**config.mk**
```make
export PLATFORM = sky130hd
export DESIGN_NAME = operand_fetch_seq
export DESIGN_NICKNAME = d
export VERILOG_FILES = /design/src/rtl/operand_fetch_seq.sv
export SDC_FILE = /design/constraint.sdc
export NUM_CORES = 1
export LEC_CHECK = 0
export ABC_AREA = 0
export CAP_MARGIN = 20
export CORE_UTILIZATION = 30
export DETAILED_ROUTE_END_ITERATION = 12
export PLACE_DENSITY_LB_ADDON = 0.05
export SYNTH_ARGS = -nofsm -noshare
export SYNTH_HDL_FRONTEND = slang
export SYNTH_SLANG_ARGS = --single-unit
export TNS_END_PERCENT = 50
```
**constraint.sdc**
```tcl
create_clock -name clk -period 1.4 [get_ports clk]
set_input_delay 0.28 -clock clk [delete_from_list [all_inputs] [get_ports clk]]
set_output_delay 0.28 -clock clk [all_outputs]
set_load 0.05 [all_outputs]
```
**src/rtl/operand_fetch_seq.sv**
```systemverilog
// MSP430 operand-fetch addressing-mode sequencer: walks source then destination
// addressing modes, steering the address calculator, memory address mux and reads.
module operand_fetch_seq (
  input  logic       clk,
  input  logic       rst_n,
  input  logic       start,
  input  logic [1:0] as,
  input  logic       ad,
  input  logic       bw,
  input  logic       src_cg,
  input  logic       mem_rdy,
  output logic [1:0] mc,
  output logic [1:0] mab_sel,
  output logic       mem_rd,
  output logic       pc_inc,
  output logic       sreg_inc,
  output logic       sreg_inc2,
  output logic       src_stb,
  output logic       dst_stb,
  output logic       busy,
  output logic       done
);

  typedef enum logic [3:0] {
    IDLE  = 4'd0,
    S_EXT = 4'd1,
    S_ADD = 4'd2,
    S_IND = 4'd3,
    S_RD  = 4'd4,
    S_LAT = 4'd5,
    D_EXT = 4'd6,
    D_ADD = 4'd7,
    D_RD  = 4'd8,
    D_LAT = 4'd9,
    DONE  = 4'd10
  } state_t;

  state_t     state_q, state_d;
  logic [1:0] as_q, as_d;
  logic       ad_q, ad_d;
  logic       bw_q, bw_d;
  logic       src_cg_q, src_cg_d;

  // State and captured-mode registers
  always_ff @(posedge clk) begin
    if (!rst_n) begin
      state_q  <= IDLE;
      as_q     <= 2'b00;
      ad_q     <= 1'b0;
      bw_q     <= 1'b0;
      src_cg_q <= 1'b0;
    end else begin
      state_q  <= state_d;
      as_q     <= as_d;
      ad_q     <= ad_d;
      bw_q     <= bw_d;
      src_cg_q <= src_cg_d;
    end
  end

  // Next-state and Moore output decode
  always_comb begin
    state_d   = state_q;
    as_d      = as_q;
    ad_d      = ad_q;
    bw_d      = bw_q;
    src_cg_d  = src_cg_q;
    mc        = 2'd0;
    mab_sel   = 2'd0;
    mem_rd    = 1'b0;
    pc_inc    = 1'b0;
    sreg_inc  = 1'b0;
    sreg_inc2 = 1'b0;
    src_stb   = 1'b0;
    dst_stb   = 1'b0;
    busy      = (state_q != IDLE);
    done      = 1'b0;
    case (state_q)
      IDLE: begin
        if (start) begin
          as_d     = as;
          ad_d     = ad;
          bw_d     = bw;
          src_cg_d = src_cg;
          // Entry decisions use the live inputs, identical to what is captured.
          if (src_cg || (as == 2'b00)) begin
            state_d = ad ? D_EXT : DONE;
          end else if (as == 2'b01) begin
            state_d = S_EXT;
          end else begin
            state_d = S_IND;
          end
        end else begin
          state_d = IDLE;
        end
      end
      S_EXT: begin
        mab_sel = 2'd0;
        mem_rd  = 1'b1;
        if (mem_rdy) begin
          pc_inc  = 1'b1;
          state_d = S_ADD;
        end else begin
          state_d = S_EXT;
        end
      end
      S_ADD: begin
        mc      = 2'd2;
        state_d = S_RD;
      end
      S_RD: begin
        mab_sel = 2'd1;
        mem_rd  = 1'b1;
        state_d = mem_rdy ? S_LAT : S_RD;
      end
      S_IND: begin
        mab_sel = 2'd2;
        mem_rd  = 1'b1;
        state_d = mem_rdy ? S_LAT : S_IND;
      end
      S_LAT: begin
        src_stb = 1'b1;
        if (as_q == 2'b11) begin
          sreg_inc  = 1'b1;
          sreg_inc2 = ~bw_q;
        end else begin
          sreg_inc  = 1'b0;
          sreg_inc2 = 1'b0;
        end
        state_d = ad_q ? D_EXT : DONE;
      end
      D_EXT: begin
        mab_sel = 2'd0;
        mem_rd  = 1'b1;
        if (mem_rdy) begin
          pc_inc  = 1'b1;
          state_d = D_ADD;
        end else begin
          state_d = D_EXT;
        end
      end
      D_ADD: begin
        mc      = 2'd3;
        state_d = D_RD;
      end
      D_RD: begin
        mab_sel = 2'd1;
        mem_rd  = 1'b1;
        state_d = mem_rdy ? D_LAT : D_RD;
      end
      D_LAT: begin
        dst_stb = 1'b1;
        state_d = DONE;
      end
      DONE: begin
        done    = 1'b1;
        state_d = IDLE;
      end
      default: begin
        state_d = IDLE;
      end
    endcase
    // Pulses are suppressed in the reset cycle so nothing downstream acts on them.
    if (!rst_n) begin
      pc_inc    = 1'b0;
      sreg_inc  = 1'b0;
      sreg_inc2 = 1'b0;
      src_stb   = 1'b0;
      dst_stb   = 1'b0;
      done      = 1'b0;
    end else begin
      state_d = state_d;
    end
  end

endmodule

```
==> results.md <==
- Total power: around 2.9 mW
- Tcrit/Tclk final: 122.5%
- Total track usage: approximately 17%
- Top cell type by total area after synthesis: dfxtp_1
- DR WL/cell: 12.38 um
- Hold depth: 2
- Critical Setup Path Class: flop to output pin
- Top cells by area, synth: dfxtp_1, mux2i_1, nand2b_1
- TritonCTS clock tree: built
- Full die area: 2303 um^2
- ANT cells: 0
- CTS Hold Bufs: 0
- DRT Wirelength: around 1900 um
- Number of remaining DRC errors: 0
- Share of the synthesized area in the top cell type: between 20% and 30%
- Sink Count: 8
- Worst reg2reg setup slack: -0.09 ns
- Failing checks: negative setup slack
- Die height: 47.99 um
- Synthesized area: roughly 630 um^2
- TritonCTS Buffers: 3
- Vias in the first global route: 621
- CP endpoint kind: output pin
- R2R depth: 7
- Share of layout cells above drive strength 1: between 60 and 70%
- Placed cells: approximately 140
- Shortest period the worst path allows: 1.715 ns
- Tightest Pin Transition: 0.2497 ns
- Cells after synthesis: between 70 and 80
- Final Instance Count excl. Fillers: around 160
- Initial antenna violation count: 0
- Final setup fails: 16
- P per Cell Area: around 2000 nW/um^2
- Pre-CTS setup slack: -0.4090 ns
- Worst Setup Start Kind: flop
- Setup TNS: -2.317 ns
- Worst-Skew Late Latency: approximately 0.25 ns
- First-pass GRT wire length: approximately 2800 um
- Hold path start: ad_q
- I/O pins: 21
- Syn_area_per_cell: around 8.5 um^2
- Hold Fails Final Rpt: 0
- Max-slew headroom: about 83%
- Antenna-violating nets left: 0
- Crit-path max FO: 3
- Async S/R FF share, synth: 0%
- Net Count, Synth: 84
- Port buffer count: 20
- Data required time of the critical path: around 1.1 ns
- Seq/Total Area, Yosys: between 20 and 30%
- Number of flops mapped to enable cells by yosys: 0
- Fillers: around 140
- Top-count cell post-synth: nor2_1
- Fmax: just under 600 MHz
- Worst Hold Path EP: ad_q
- HP Class: flop to flop
- Top cells by count, synth: nor2_1, dfxtp_1, nand2b_1, a21oi_1, mux2i_1
- Vias: 740
- RSZ-0062 raised after global routing: true
- Starting Density: approximately 32%
- Status: complete, but fails checks
- HPWL Detailed: about 1400 um
- Gp weighted congestion: 0.7957
- Synth Flop Type: dfxtp_1
- Worst setup margin: -0.3149 ns
- Crit Reg-Reg Startpoint: state_q[0]
- Synth unique cells: 36
- Clk_skew: between 0.0015 and 0.002 ns
- Pin count of the biggest net entering global routing: 9
- Initial drt markers: 6
- # rows: 16
- Overflow left after global routing: 0
- Synth warn: 0
- Peak supply drop: between 0.001 and 0.0015 V
- Clk slew on worst S/H paths: ~0.06 ns
- P_leak: around 0.61 nW
- Pre-antenna DRT Iters: 2
- Die X: 47.99 um
- Clock Tree Buf Depth: 2
- Max-cap violations: 0
- H-tree levels: 1
- Core area: slightly below 2000 um^2
- Area grow syn2layout: 127.2%
- Final #Nets: 140
- Critical path arrival: 1.43 ns
- Max Slew Vio Count: 0
- Reg2reg end: state_q[2]
- CTS Root Buffer Type: clkbuf_4
- Drt via density: between 4 and 5
- Post-synthesis sequential element count: 8
[registers in the layout (all words and copies together) (netlist names)]
signal and cells:
bw_q 1, state_q 4, ad_q 1, as_q 2
[stage by stage]
step	instance area (um^2)	utilization, %	hold slack, ns
2_1_floorplan	696.9	-	0.4239
3_3_place_gp	1219	61.49	0.4803
3_5_place_dp	1219	61.49	0.4924
4_1_cts	1355	68.37	0.5018
5_1_grt	1441	72.73	0.5368
6_report	1441	72.73	0.5053
[critical path, cell delays in order (launching register included)]
cell	delay (ns)
dfxtp_2	0.32
nand2b_4	0.16
nor3_4	0.20
and3_4	0.21
nor2b_4	0.15
buf_12	0.14
[what timing repair did]
action                     CTS  global route
resized for setup           22            13
setup buffers                6             5
pin swaps                    6             9
setup endpoints to repair   13            15
[layout make-up]
type	count	area [um^2]	share of cell area, %
Sequential cell	8	172.7	11.98
Clock buffer	3	22.52	1.563
Tap cell	27	33.78	2.344
Multi-Input combinational cell	61	565.5	39.24
Inverter	1	3.754	0.2604
Timing Repair Buffer	56	643.1	44.62
[where the power goes]
part	switching [mW]	internal, mW
registers	0.0680	0.317
logic	1.11	1.25
clock network	0.0812	0.0983
[worst max path at each step]
| stage | cells after the start | startpoint | slack [ns] | to |
|---|---|---|---|---|
| 2_1_floorplan | 4 | state_q[3] | -0.63 | sreg_inc2 |
| 3_3_place_gp | 6 | rst_n | -0.41 | sreg_inc2 |
| 3_5_place_dp | 6 | rst_n | -0.41 | sreg_inc2 |
| 4_1_cts | 5 | state_q[3] | -0.31 | sreg_inc2 |
| 5_1_grt | 5 | state_q[1] | -0.36 | sreg_inc2 |
| 6_report | 5 | state_q[1] | -0.31 | sreg_inc2 |
[logic make-up after synthesis]
family / count (synthesis) / synth area share (%)
AOI/OAI and AO/OA: 16 / 17.95
xor gates and xnor gates: 2 / 2.762
buffers and inverters: 6 / 6.903
DFF: 8 / 25.25
muxes: 5 / 7.890
and+or+nand+nor: 38 / 39.25
[placed cells by master (no fill, tap or decap), types with 3 or more instances in the layout]
cell             count
nor2_4               3
clkbuf_4             3
buf_6                9
clkdlybuf4s50_1      7
dfxtp_4              3
nor2_1               7
buf_4               25
nor3_4               3
dfxtp_1              4
a21oi_2              4
buf_12              13
mux2i_1              5
nand2b_1             4
[metal layers]
metal | part of all wire (%) | global-route usage (%)
met1 | 44 | 21.43
met2 | 52 | 31.08
met3 | 2.7 | 1.132
met4 | 1.2 | 6.667
met5 | 0 | 0
Note: power is estimated with default switching activity, not from simulation.
